File: config.mk
export PLATFORM = sky130hd
export DESIGN_NAME = coin_score_tracker
export DESIGN_NICKNAME = d
export VERILOG_FILES = /design/src/rtl/coin_score_tracker.sv
export SDC_FILE = /design/constraint.sdc
export NUM_CORES = 1
export LEC_CHECK = 0
export CAP_MARGIN = 20
export CELL_PAD_IN_SITES_DETAIL_PLACEMENT = 1
export CELL_PAD_IN_SITES_GLOBAL_PLACEMENT = 1
export CORE_ASPECT_RATIO = 0.75
export CORE_MARGIN = 2
export CORE_UTILIZATION = 36
export DETAILED_ROUTE_END_ITERATION = 16
export GPL_ROUTABILITY_DRIVEN = 1
export PLACE_DENSITY = 0.84
export SETUP_SLACK_MARGIN = 0.1
export SLEW_MARGIN = 40
export SYNTH_ARGS = -nofsm -noshare
export SYNTH_HDL_FRONTEND = slang
export SYNTH_SLANG_ARGS = --single-unit
File: constraint.sdc
create_clock -name vga_clock -period 2.1 [get_ports vga_clock]
set_input_delay 0.21 -clock vga_clock [delete_from_list [all_inputs] [get_ports vga_clock]]
set_output_delay 0.21 -clock vga_clock [all_outputs]
set_load 0.02 [all_outputs]
File: src/rtl/coin_score_tracker.sv
// coin_score_tracker
//   Turns coin-detector touch levels into one-shot collection events, issues a
//   tile-clear request per collected coin over valid/ready, keeps a saturating
//   score and drives the board LEDs (flash after each pickup, solid on win).
//
// Ports:
//   vga_clock     in   clock, all logic on rising edge
//   reset         in   synchronous active-high reset
//   touch         in   [NUM_COINS] per-coin overlap level
//   frame_tick    in   one-cycle pulse per video frame
//   clr_valid     out  tile-clear request valid
//   clr_index     out  [3] coin index to clear, stable while clr_valid
//   clr_ready     in   background owner accepts when clr_valid && clr_ready
//   collected     out  [NUM_COINS] coins whose clear has been accepted
//   score         out  [SCORE_WIDTH] saturating running score
//   all_collected out  every coin collected
//   leds          out  [10] board LEDs
//
// LED FSM states:
//   state | meaning
//   IDLE  | leds show collected, flash bit off
//   FLASH | leds show collected, leds[9] toggles each frame tick
//   WIN   | every coin collected, all LEDs lit until reset
module coin_score_tracker #(
  parameter int NUM_COINS    = 2,
  parameter int COIN_VALUE   = 1,
  parameter int SCORE_WIDTH  = 8,
  parameter int FLASH_FRAMES = 30
) (
  input  logic                   vga_clock,
  input  logic                   reset,
  input  logic [NUM_COINS-1:0]   touch,
  input  logic                   frame_tick,
  output logic                   clr_valid,
  output logic [2:0]             clr_index,
  input  logic                   clr_ready,
  output logic [NUM_COINS-1:0]   collected,
  output logic [SCORE_WIDTH-1:0] score,
  output logic                   all_collected,
  output logic [9:0]             leds
);

  localparam int CW = $clog2(FLASH_FRAMES + 1);

  typedef enum logic [1:0] {IDLE, FLASH, WIN} led_state_t;

  logic [NUM_COINS-1:0]   touch_q;
  logic [NUM_COINS-1:0]   pending;
  logic [NUM_COINS-1:0]   rise;
  logic [NUM_COINS-1:0]   acc_mask;
  logic [NUM_COINS-1:0]   pending_next;
  logic [NUM_COINS-1:0]   collected_next;
  logic                   accept;
  logic                   completes;
  logic [2:0]             first_idx;
  logic [SCORE_WIDTH:0]   score_sum;
  logic [SCORE_WIDTH-1:0] score_sat;

  led_state_t state_q, state_d;
  logic [CW-1:0] flash_cnt_q, flash_cnt_d;
  logic          phase_q, phase_d;
  logic [9:0]    leds_d;

  always_comb begin
    accept    = clr_valid & clr_ready;
    rise      = touch & ~touch_q;
    acc_mask  = '0;
    first_idx = 3'd0;
    for (int i = 0; i < NUM_COINS; i++) begin
      acc_mask[i] = accept && (clr_index == 3'(i));
    end
    // Walk downward so the lowest set pending bit wins.
    for (int i = NUM_COINS - 1; i >= 0; i--) begin
      if (pending[i]) first_idx = 3'(i);
    end
    // A rise on an already collected coin is dropped; one on a pending coin is
    // absorbed because its bit is already set.
    pending_next   = (pending | (rise & ~collected)) & ~acc_mask;
    collected_next = collected | acc_mask;
    completes      = accept && (&collected_next);
    score_sum      = {1'b0, score} + (SCORE_WIDTH + 1)'(COIN_VALUE);
    score_sat      = score_sum[SCORE_WIDTH] ? {SCORE_WIDTH{1'b1}} : score_sum[SCORE_WIDTH-1:0];
  end

  always_ff @(posedge vga_clock) begin
    if (reset) begin
      touch_q       <= '0;
      pending       <= '0;
      collected     <= '0;
      score         <= '0;
      clr_valid     <= 1'b0;
      clr_index     <= 3'd0;
      all_collected <= 1'b0;
    end else begin
      touch_q       <= touch;
      pending       <= pending_next;
      collected     <= collected_next;
      all_collected <= &collected_next;
      // Issue only from an idle channel, which forces a gap cycle between requests.
      if (accept) begin
        clr_valid <= 1'b0;
        score     <= score_sat;
      end else if (!clr_valid && (|pending)) begin
        clr_valid <= 1'b1;
        clr_index <= first_idx;
      end
    end
  end

  always_ff @(posedge vga_clock) begin
    if (reset) begin
      state_q     <= IDLE;
      flash_cnt_q <= '0;
      phase_q     <= 1'b0;
      leds        <= '0;
    end else begin
      state_q     <= state_d;
      flash_cnt_q <= flash_cnt_d;
      phase_q     <= phase_d;
      leds        <= leds_d;
    end
  end

  always_comb begin
    state_d     = state_q;
    flash_cnt_d = flash_cnt_q;
    phase_d     = phase_q;
    leds_d      = '0;
    case (state_q)
      IDLE, FLASH: begin
        // An acceptance overrides a coincident frame tick.
        if (accept) begin
          if (completes) begin
            state_d = WIN;
          end else begin
            state_d     = FLASH;
            flash_cnt_d = CW'(FLASH_FRAMES);
            phase_d     = 1'b1;
          end
        end else if (state_q == FLASH && frame_tick) begin
          // Count runs down one frame per tick; the tick that finds it at zero
          // ends the flash, so the last lit phase lasts a full frame.
          if (flash_cnt_q == '0) begin
            state_d = IDLE;
            phase_d = 1'b0;
          end else begin
            flash_cnt_d = flash_cnt_q - 1'b1;
            phase_d     = ~phase_q;
          end
        end
      end
      WIN:     state_d = WIN;
      default: state_d = IDLE;
    endcase

    // LEDs are registered from next-state values so they line up with collected.
    if (state_d == WIN) begin
      leds_d = 10'h3FF;
    end else begin
      leds_d[NUM_COINS-1:0] = collected_next;
      if (state_d == FLASH) leds_d[9] = phase_d;
    end
  end

endmodule

-- Yosys cells after proc, flatten, opt, wreduce, memory -nomap -nowiden
Index checks and enable logic that the tools add are counted.
- register bits after elaboration: 37
- output and inout bits: 25
- logic and storage cells: 68
- $add $sub $neg: 2
- eq/ne operators: 7
- muxes and demuxes: 21
- bitwise operators: 11
- reductions and logical operators: 16
- operators by type and width (cell ; count):
    $mux W5 ; 4
    $mux W2 ; 5
    $add A8 B1 Y9 const B ; 1
    $mux W1 ; 8
    $mux W8 ; 1
    $mux W7 ; 1
    $and A2 B2 Y2 ; 3
    $not A2 Y2 ; 3
    $reduce_or A2 Y1 ; 3
    $logic_and A1 B1 Y1 ; 5
    $logic_not A5 Y1 ; 1
    $sub A5 B1 Y5 const B ; 1
    $eq A2 B1 Y1 const B ; 2
    $eq A2 B2 Y1 const B ; 2
    $ne A2 B2 Y1 const B ; 2
    $or A2 B2 Y2 ; 2
    $pmux W2 S2 ; 1
    $reduce_and A2 Y1 ; 2
    $reduce_and A4 Y1 ; 1
    $eq A3 B1 Y1 const B ; 1
    $logic_not A3 Y1 ; 1
    $mux W3 ; 1
    $logic_not A2 Y1 ; 1
    $not A1 Y1 ; 2
    3 further kinds ; 3

-- Logic depth before layout (Yosys ltp)
Gate-level depths: netlist of run 1.
- depth after elaboration: 11
- gate-level depth with buffers: 6

-- Worst setup path before layout of run 1
No wires, ideal clock.
- path type: reg-to-reg
- start: register flash_cnt_q[0]
- end: register flash_cnt_q[0]
- library setup time: 0.059 ns
- arrival: 1.429 ns
- required time: 2.041 ns
- slack: 0.612 ns
- cell stages (with the launch flop): 7
- path buffers: 0
- clock period less this slack: 1.488 ns
- cell sequence: dfxtp_1 > inv_1 > ha_1 > nor4b_2 > nor3_2 > or4_1 > nand2_1
- word-level cells in the longest chain between the ends: 4
- ends and longest elaborated chain (element ; RTL line ; source):
    from (decl) ; 60 ; logic [CW-1:0] flash_cnt_q, flash_cnt_d;
    from (signal assigned) ; 118 ; flash_cnt_q <= flash_cnt_d;
    $sub A5 B1 Y5 ; 147 ; flash_cnt_d = flash_cnt_q - 1'b1;
    $mux W5 ; 143 ; if (flash_cnt_q == '0) begin
    $mux W5 ; 140 ; end else if (state_q == FLASH && frame_tick) begin
    $mux W5 ; 132 ; if (accept) begin
Several ways; a longest one is shown, not always the timed one. The select of a mux whose other input is x is not followed.
A chain may end at the register's enable or synchronous reset.

-- Worst setup path in the final report of run 1
Ends and elaborated chain as after synthesis.

==> results of run 1 <==
placed cells by master, fill, tap and decap left out, types with 4 or more instances in the layout:
cell	Yosys	layout
clkbuf_8	0	7
nor2_1	17	17
nor3b_1	4	4
nor3_1	7	7
nand2_1	11	11
a21oi_1	8	8
o21ai_0	5	5
inv_1	8	8
a211oi_1	7	7
dfxtp_1	29	29
a31oi_1	6	6
clkdlybuf4s50_1	0	28
state kept, by name, summed over array words and instances, names as in the netlist:
| signal | flops |
|---|---|
| leds | 4 |
| state_q | 2 |
| touch_q | 2 |
| pending | 2 |
| clr_index | 1 |
| all_collected | 1 |
| collected | 2 |
| clr_valid | 1 |
| score | 8 |
| flash_cnt_q | 5 |
| phase_q | 1 |
metal layers:
| layer | vias to the layer above | GRT usage [%] | wire [um] |
|---|---|---|---|
| met5 | - | 0 | 0 |
| met4 | 0 | 5.974 | 46 |
| met3 | 8 | 5.072 | 206 |
| met2 | 47 | 28.70 | 1562 |
| met1 | 563 | 24.47 | 1630 |
| li1 | 571 | - | - |
stage by stage:
stage          total power [mW]  hold slack (ns)  instance area, um^2
6_report                  1.291           0.4953                 1668
5_1_grt                   1.350           0.5206                 1668
4_1_cts                   1.301           0.4885                 1668
3_5_place_dp             0.7901           0.4707                 1567
3_3_place_gp             0.7806           0.4609                 1567
2_1_floorplan            0.7246           0.3382                 1301
layout make-up:
cell class	count	area [um^2]
Clock buffer	7	96.34
Clock inverter	1	5.005
Fill cell	390	1710
Inverter	8	30.03
Multi-Input combinational cell	100	610.6
Sequential cell	29	580.6
Tap cell	40	50.05
Timing Repair Buffer	30	295.3
worst paths after layout:
check / endpoint / slack [ns]
worst max-delay path: flash_cnt_q[0] / 0.34
worst min-delay path: clr_index[0] / 0.50
worst max register to register: flash_cnt_q[0] / 0.34
worst min register to register: clr_index[0] / 0.50
cells by family (layout without fill, tap and decap cells):
kind of cell	count (synthesis)	after routing	synth area share, %
muxes	2	2	1.928
other	1	2	0.2890
buffers and inverters	21	46	8.486
DFF	29	29	44.74
xor gates and xnor gates	3	3	2.025
adders and majority gates	3	3	2.893
and+or+nand+nor	59	59	24.59
AOI/OAI and AO/OA	31	31	15.04
power breakdown:
group,total (mW),internal [mW],switching (mW)
registers,0.611,0.579,0.0318
clock network,0.510,0.296,0.214
logic,0.170,0.0725,0.0975
total,1.29,0.947,0.343
critical path, delay by kind of cell (launching register included):
family / cells / cell delay [ns]
AND/OR/NAND/NOR: 4 / 1.08
flip-flops: 1 / 0.33
adder cells (fa/ha/maj): 1 / 0.18
buffers and inverters: 1 / 0.12
==> metrics.md, run 1 <==
| Metric | Value |
|---|---|
| First-pass GRT wire length | approximately 5800 um |
| Count of pins over their slew limit | 0 |
| EDFF count, synth | 0 |
| Largest net degree at the start of global routing | 17 |
| TNS Setup | 0 ns |
| Crit. End Element | flop |
| Routed WL | roughly 3400 um |
| I/O pin count | 31 |
| Yosys warns | 0 |
| FMAX | roughly 0.57 GHz |
| Worst path slowest cell | or4_1 |
| Placed Cells | about 210 |
| DRC Markers | 0 |
| Mean Syn Cell Area | around 8.7 um^2 |
| Post-CTS Setup Repair Bufs | 0 |
| Most frequent cells after synthesis | dfxtp_1, nor2_1, nand2_1 |
| Area share of the largest cell type after synthesis | between 40% and 50% |
| Vias per cell | between 5 and 6 |
| Startpoint types | flop |
| Final worst path period share | a little over four fifths |
| PortBufs | 28 |
| P_leak | approximately 0.62 nW |
| Top cells by area, synth | dfxtp_1, nor2_1, buf_4 |
| Worst path required time | 2.32 ns |
| Asr flop ratio synth | 0% |
| DRT iter0 DRCs | around 130 |
| Place WS | around 0.22 ns |
| Sequential fraction of the synthesis area | approximately 45% |
| Hold buffers post-CTS | 0 |
| DRT Pass-1 Iters | 4 |
| VDD IR max | 389.7 uV |
| CTS Buf Count | 5 |
| Die area | between 4000 and 5000 um^2 |
| Hpwl dp | 2629 um |
| Clock Root Buffer | clkbuf_8 |
| Initial Utilization | 38.41% |
| Synth area leader | dfxtp_1 |
| Count leader, synth | dfxtp_1 |
| Cell Area, Synth | between 1000 and 1500 um^2 |
| RSZ-0062 raised after global routing | false |
| Setup violators final | 0 |
| Crit path from | flash_cnt_q[0] |
| Post-CTS sizing | 0 |
| Pwr per Cell Area | between 700 and 800 nW/um^2 |
| Ratio of cells with drive above 1 in the final layout | about 8.6% |
| Gp weighted congestion | between 0.8 and 0.9 |
| Most used flip-flop cell after synthesis | dfxtp_1 |
| CTS tree | built |
| Hold Path Stages | 1 |
| Die W | ~73 um |
| Clock slew at reported path FFs | 0.06 ns |
| Grt ovf | 0 |
| Utilization after layout | approximately 50% |
| Worst EP arrival | about 2 ns |
| Routed len/inst | 16.02 um |
| # Max-Cap Violations | 0 |
| CTS H-tree depth | 2 |
| Die height | ~56 um |
| Initial antenna violation count | 0 |
| FF-to-FF path depth | 6 |
| HP Class | flop to flop |
| Row count | 18 |
| CP Class | flop to flop |
| GRT Total Usage | between 10% and 20% |
| CTS Sinks | 29 |
| Cells after Synth | between 100 and 150 |
| Routed Antenna Nets | 0 |
| Via count | ~1200 |
| Maximum fanout along the worst path | 6 |
| Final hold vios | 0 |
| Maximum clock path buffer count | 2 |
| Clock Skew | just over 0.004 ns |
| Clock latency on the worst-skew pair | between 0.2 and 0.3 ns |
| Worst path max stage delay | between 0.4 and 0.5 ns |
| CP cell instances | inv_1, ha_1, nor4b_2, nor3_2, or4_1, nand2_1 |
| Diodes inserted | 0 |
| Hold Crit Start | pending[0] |
| Outcome | finished, final reports clean |
| Core footprint | roughly 3400 um^2 |
| Area growth, synth to finish | 28.54% |
| Yosys reg bits | 29 |
| Reg2reg start | flash_cnt_q[0] |
| Vias in the first global route | ~1200 |
| Worst setup margin | roughly 0.34 ns |
| Netlist cell types | 37 |
| Final cell count without fillers | between 200 and 250 |
| Final nets | about 180 |
| Fin crit period | 1.759 ns |
Power figures use the tool's default switching activity.
==> inputs of run 2 (changes only) <==
Clock period 2.1 ns to 1.7 ns, I/O delays scaled along.
==> run 2 against run 1 <==
Setup slack got worse by 0.24 ns. Combinational power increased by 48%. First-iteration DRC count shrank 46%. Critical path depth stayed put. Flip-flop and latch count did not move. Critical path type unchanged. Largest power group unchanged.
==> metrics.md, run 2 (synthesis gave the netlist of run 1 again) <==
| Metric | Value |
|---|---|
| Outcome | finished, final reports clean (unchanged) |
| WHS | 0.4649 ns (was 0.4953 ns) |
| Final hold vios | 0 (unchanged) |
| Max reg flops | 8 (unchanged) |
| Initial Utilization | 38.41% (unchanged) |
| Row count | 18 (unchanged) |
| GRT Total Usage | 19.78% (was 18.39%) |
| HP Class | input port to flop (was flop to flop) |
| CTS Buf Count | 5 (unchanged) |
| Commonest non-fill, non-tap cell in the layout | dfxtp_1 (unchanged) |
| Core footprint | 3378 um^2 (unchanged) |
| CP Class | flop to flop (unchanged) |
| Largest regs | score x8, flash_cnt_q x5, leds x4 (unchanged) |
| Startpoint types | flop (unchanged) |
| Clock slew at reported path FFs | 0.06 ns (about the same) |
| Worst EP arrival | 1.83 ns (was 1.98 ns) |
| Setup violators final | 0 (unchanged) |
| VDD IR max | 471.4 uV (was 389.7 uV) |
| Ratio of cells with drive above 1 in the final layout | 19.35% (was 8.571%) |
| First-pass GRT wire length | 6120 um (was 5802 um) |
| Fin crit period | 1.602 ns (was 1.759 ns) |
| FMAX | 0.6242 GHz (was 0.5687 GHz) |
| Final worst path period share | 94.24% (was 83.74%) |
| CTS Sinks | 29 (unchanged) |
| Area growth, synth to finish | 41.08% (was 28.54%) |
| Reg-to-reg critical path endpoint | flash_cnt_q[0] (unchanged) |
| Die W | 73.32 um (unchanged) |
| Utilization after layout | 54.19% (was 49.37%) |
| Clock Root Buffer | clkbuf_8 (unchanged) |
| Initial antenna violation count | 0 (unchanged) |
| CTS tree | built (unchanged) |
| I/O pin count | 31 (unchanged) |
| Commonest cells after routing, fill and taps aside | dfxtp_1, clkdlybuf4s50_1, nor2_1, buf_4, nand2_1 (was dfxtp_1, clkdlybuf4s50_1, nor2_1, nand2_1) |
| Routed WL | 3728 um (was 3445 um) |
| Placed Cells | 216 (was 207) |
| Routed Antenna Nets | 0 (unchanged) |
| Final cell count without fillers | 226 (was 215) |
| # Max-Cap Violations | 0 (unchanged) |
| P_leak | 0.7456 nW (was 0.6219 nW) |
| Count of pins over their slew limit | 0 (unchanged) |
| Worst path required time | 1.93 ns (was 2.32 ns) |
| RSZ-0062 raised after global routing | true (was false) |
| Reg2reg start | flash_cnt_q[1] (was flash_cnt_q[0]) |
| DRT Pass-1 Iters | 4 (unchanged) |
| Grt ovf | 0 (unchanged) |
| Clock latency on the worst-skew pair | 0.29 ns (was 0.28 ns) |
| Vias per cell | 5.327 (was 5.530) |
| Crit path from | flash_cnt_q[1] (was flash_cnt_q[0]) |
| PortBufs | 28 (unchanged) |
| Reg with most FFs | score (unchanged) |
| Hpwl dp | 2649 um (was 2629 um) |
| CTS H-tree depth | 2 (unchanged) |
| Maximum fanout along the worst path | 4 (was 6) |
| Die height | 55.99 um (unchanged) |
| Via count | 1204 (was 1189) |
| R2r setup slk | 0.1 ns (was 0.34 ns) |
| Critical path endpoint | flash_cnt_q[0] (unchanged) |
| Routed len/inst | 16.50 um (was 16.02 um) |
| Crit. End Element | flop (unchanged) |
| Gp weighted congestion | 0.8311 (was 0.8498) |
| DRT iter0 DRCs | 67 (was 125) |
| Die area | 4105 um^2 (unchanged) |
| Clock Skew | 0.003812 ns (was 0.004071 ns) |
| Vias in the first global route | 1253 (was 1190) |
| Diodes inserted | 0 (unchanged) |
| Pwr per Cell Area | 958.1 nW/um^2 (was 773.8 nW/um^2) |
| Maximum clock path buffer count | 2 (unchanged) |
| Final nets | 194 (was 183) |
| Largest net degree at the start of global routing | 17 (unchanged) |
| DRC Markers | 0 (unchanged) |
| FF-to-FF path depth | 6 (unchanged) |
-- run 2: cell count changes in the layout (fill, tap and decap cells not counted), sizes merged --
cell | previous run | this run
dlymetal6s2s | 0 | 3
clkdlybuf4s50 | 28 | 25
clkinv | 1 | 0
bufinv | 0 | 1
buf | 2 | 13
-- run 2: metrics by stage --
| step | setup WS [ns] | setup TNS, ns | cell area (um^2) | power, mW |
|---|---|---|---|---|
| after floorplan | 0.2122 | 0 | 1301 | 0.8951 |
| after global placement | 0.03913 | 0 | 1634 | 0.9797 |
| after detailed placement | -0.08270 | -0.2390 | 1634 | 0.9910 |
| after CTS | 0.1087 | 0 | 1783 | 1.761 |
| after global routing | 0.0007447 | 0 | 1831 | 1.844 |
| final | 0.09787 | 0 | 1831 | 1.754 |
-- run 2: power by group --
group / switching [mW] / internal, mW
logic: 0.136 / 0.116
registers: 0.0387 / 0.717
clock network: 0.269 / 0.477
total: 0.443 / 1.31
-- run 2: worst min-delay path by stage --
stage               startpoint           end  slack, ns  cells past startpoint
floorplan             touch[0]    touch_q[0]       0.30                      1
global placement    pending[0]  clr_index[0]       0.46                      1
detailed placement  pending[0]  clr_index[0]       0.47                      1
CTS                   touch[0]    touch_q[0]       0.46                      2
global route          touch[0]    touch_q[0]       0.48                      2
finish                touch[0]    touch_q[0]       0.46                      2
-- run 2: layout make-up --
class                   count  area (um^2)
fillers                   391         1548
multi-input cells         100        664.4
flip-flops and latches     29        584.3
repair buffers             41        385.4
clock buffers               7        86.33
well taps                  40        50.05
clock inverters             1        30.03
inverters                   8        30.03
-- run 2: timing repair --
item,CTS,global route
pin swaps,2,1
hold buffers,0,0
buffers inserted,1,1
setup endpoints to repair,5,10
resized for setup,7,11
-- run 2: critical path, stage by stage (launching register included) --
cell	delay, ns
dfxtp_2	0.33
inv_2	0.08
ha_4	0.14
nor4b_4	0.31
nor3_4	0.09
or4_1	0.53
nand2_1	0.07
-- run 2: layer usage --
layer | vias to the layer above | global-route usage (%) | routed length [um]
met5 | - | 0 | 0
met4 | 0 | 10.65 | 53
met3 | 5 | 5.254 | 140
met2 | 30 | 29.60 | 1757
met1 | 582 | 25.76 | 1776
li1 | 587 | - | -
==> inputs of run 3 (changes only) <==
Clock period 1.7 ns to 1.6 ns, I/O delays scaled along.
==> run 3 against run 2 <==
Core utilization increased by 2.2 points. Flip-flop and latch count unchanged. Non-clock buffer count increased by 4. Die area unchanged. Maximum frequency increased by 4.0%. Count of clock-buffer cells in the layout decreased by 1.
==> metrics.md, run 3 (synthesis gave the netlist of run 1 again) <==
| Metric | Value |
|---|---|
| Clock Skew | 0.002940 ns (was 0.003812 ns) |
| PortBufs | 28 (unchanged) |
| Final nets | 198 (was 194) |
| Max reg flops | 8 (unchanged) |
| Maximum clock path buffer count | 2 (unchanged) |
| Fin crit period | 1.541 ns (was 1.602 ns) |
| Routed len/inst | 18.28 um (was 16.50 um) |
| Via count | 1297 (was 1204) |
| CTS tree | built (unchanged) |
| Clock Root Buffer | clkbuf_8 (unchanged) |
| Gp weighted congestion | 0.8222 (was 0.8311) |
| Row count | 18 (unchanged) |
| CTS H-tree depth | 2 (unchanged) |
| Diodes inserted | 0 (unchanged) |
| HP Class | input port to flop (unchanged) |
| Initial antenna violation count | 0 (unchanged) |
| Clock power share | 41.6% (was 42.5%) |
| Hold Path Stages | 2 (unchanged) |
| Vias per cell | 5.639 (was 5.327) |
| Initial Utilization | 38.41% (unchanged) |
| Clock slew at reported path FFs | 0.07 ns (was 0.06 ns) |
| Hpwl dp | 2847 um (was 2649 um) |
| Commonest cells after routing, fill and taps aside | dfxtp_1, buf_4, nor2_1, dlygate4sd2_1, clkdlybuf4s50_1 (was dfxtp_1, clkdlybuf4s50_1, nor2_1, buf_4, nand2_1) |
| Die height | 55.99 um (unchanged) |
| Dpl cell area | 1672 um^2 (was 1634 um^2) |
| DRT iter0 DRCs | 49 (was 67) |
| Net Sw Frac | 26.56% (was 25.29%) |
| Reg with most FFs | score (unchanged) |
| WHS | 0.4623 ns (was 0.4649 ns) |
| Maximum fanout along the worst path | 5 (was 4) |
| Clock latency on the worst-skew pair | 0.28 ns (was 0.29 ns) |
| P_leak | 0.8719 nW (was 0.7456 nW) |
| Die W | 73.32 um (unchanged) |
| Largest regs | score x8, flash_cnt_q x5, leds x4 (unchanged) |
| DRC Markers | 0 (unchanged) |
| RSZ-0062 raised after global routing | true (unchanged) |
| TNS Setup | 0 ns (unchanged) |
| Area growth, synth to finish | 46.77% (was 41.08%) |
| Utilization after layout | 56.37% (was 54.19%) |
| Die area | 4105 um^2 (unchanged) |
| Setup violators final | 0 (unchanged) |
| # Max-Cap Violations | 0 (unchanged) |
| Flop pwr share | 41.8% (was 43.1%) |
| I/O pin count | 31 (unchanged) |
| NetSw | 510.2 uW (was 443.5 uW) |
| Core footprint | 3378 um^2 (unchanged) |
| Worst path required time | 1.82 ns (was 1.93 ns) |
| Pwr per Cell Area | 1009 nW/um^2 (was 958.1 nW/um^2) |
| Commonest non-fill, non-tap cell in the layout | dfxtp_1 (unchanged) |
| Grt ovf | 0 (unchanged) |
| CP Class | flop to flop (unchanged) |
| Final worst path period share | 96.30% (was 94.24%) |
| First-pass GRT wire length | 6479 um (was 6120 um) |
| Count of pins over their slew limit | 0 (unchanged) |
| Design area | 1904 um^2 (was 1831 um^2) |
| Pwr Total | 1.921 mW (was 1.754 mW) |
| DRT Pass-1 Iters | 4 (unchanged) |
| Outcome | finished, final reports clean (unchanged) |
| Routed WL | 4205 um (was 3728 um) |
| Crit. End Element | flop (unchanged) |
| GRT Total Usage | 21.17% (was 19.78%) |
| Startpoint types | flop (unchanged) |
| FMAX | 0.6490 GHz (was 0.6242 GHz) |
| Worst EP arrival | 1.77 ns (was 1.83 ns) |
| Routed Antenna Nets | 0 (unchanged) |
| FF-to-FF path depth | 6 (unchanged) |
| Final hold vios | 0 (unchanged) |
| CTS Sinks | 29 (unchanged) |
| Internal power | 1.410 mW (was 1.310 mW) |
| Largest net degree at the start of global routing | 17 (unchanged) |
| Vias in the first global route | 1278 (was 1253) |
| Combinational Power Share | 16.6% (was 14.4%) |
| Ratio of cells with drive above 1 in the final layout | 27.37% (was 19.35%) |
| VDD IR max | 677.8 uV (was 471.4 uV) |
| CTS Buf Count | 5 (unchanged) |
run 3: power groups by stage:
stage | logic, mW | clock network (mW) | registers, mW
floorplan | 0.128 | 0 | 0.823
global placement | 0.254 | 0 | 0.808
detailed placement | 0.267 | 0 | 0.811
CTS | 0.286 | 0.813 | 0.799
global route | 0.341 | 0.855 | 0.807
finish | 0.318 | 0.800 | 0.802
run 3: path summary, 6_finish.rpt:
path                   from             end  slack [ns]
max reg2reg  flash_cnt_q[0]  flash_cnt_q[0]        0.06
max          flash_cnt_q[0]  flash_cnt_q[0]        0.06
min reg2reg      pending[0]    clr_index[0]        0.51
min                touch[0]      touch_q[0]        0.46
run 3: per-stage QoR:
step           setup slack (ns)  cells
6_report                0.05914    230
5_1_grt                0.009245    230
4_1_cts                 0.05592    230
3_5_place_dp            -0.1201    221
3_3_place_gp          -0.001913    221
2_1_floorplan            0.1122    150
run 3: layout make-up:
type / instances / area [um^2]
clock buffers: 6 / 82.58
clock inverters: 2 / 37.54
fillers: 387 / 1474
inverters: 8 / 30.03
multi-input cells: 100 / 709.4
flip-flops and latches: 29 / 590.6
well taps: 40 / 50.05
repair buffers: 45 / 404.1
run 3: critical path, cell delays in order, from the launching register on:
cell and delay, ns:
dfxtp_2 0.32, inv_2 0.08, ha_4 0.13, nor4b_4 0.31
nor3_4 0.09, or4_1 0.47, nand2_1 0.07
run 3: what timing repair did:
| item | in CTS | in global routing |
|---|---|---|
| cloned | 0 | 0 |
| buffers inserted | 1 | 0 |
| pin swaps | 2 | 6 |
| hold buffers | 0 | 0 |
| resized for setup | 24 | 24 |
| setup endpoints to repair | 24 | 18 |
run 3: per-layer routing:
metal  track usage, %  vias up  part of all wire, %
met5                0        -                    0
met4            9.351        0                  2.5
met3            7.428       10                  5.7
met2            32.05       56                   49
met1            27.02      634                   43
li1                 -      597                    -
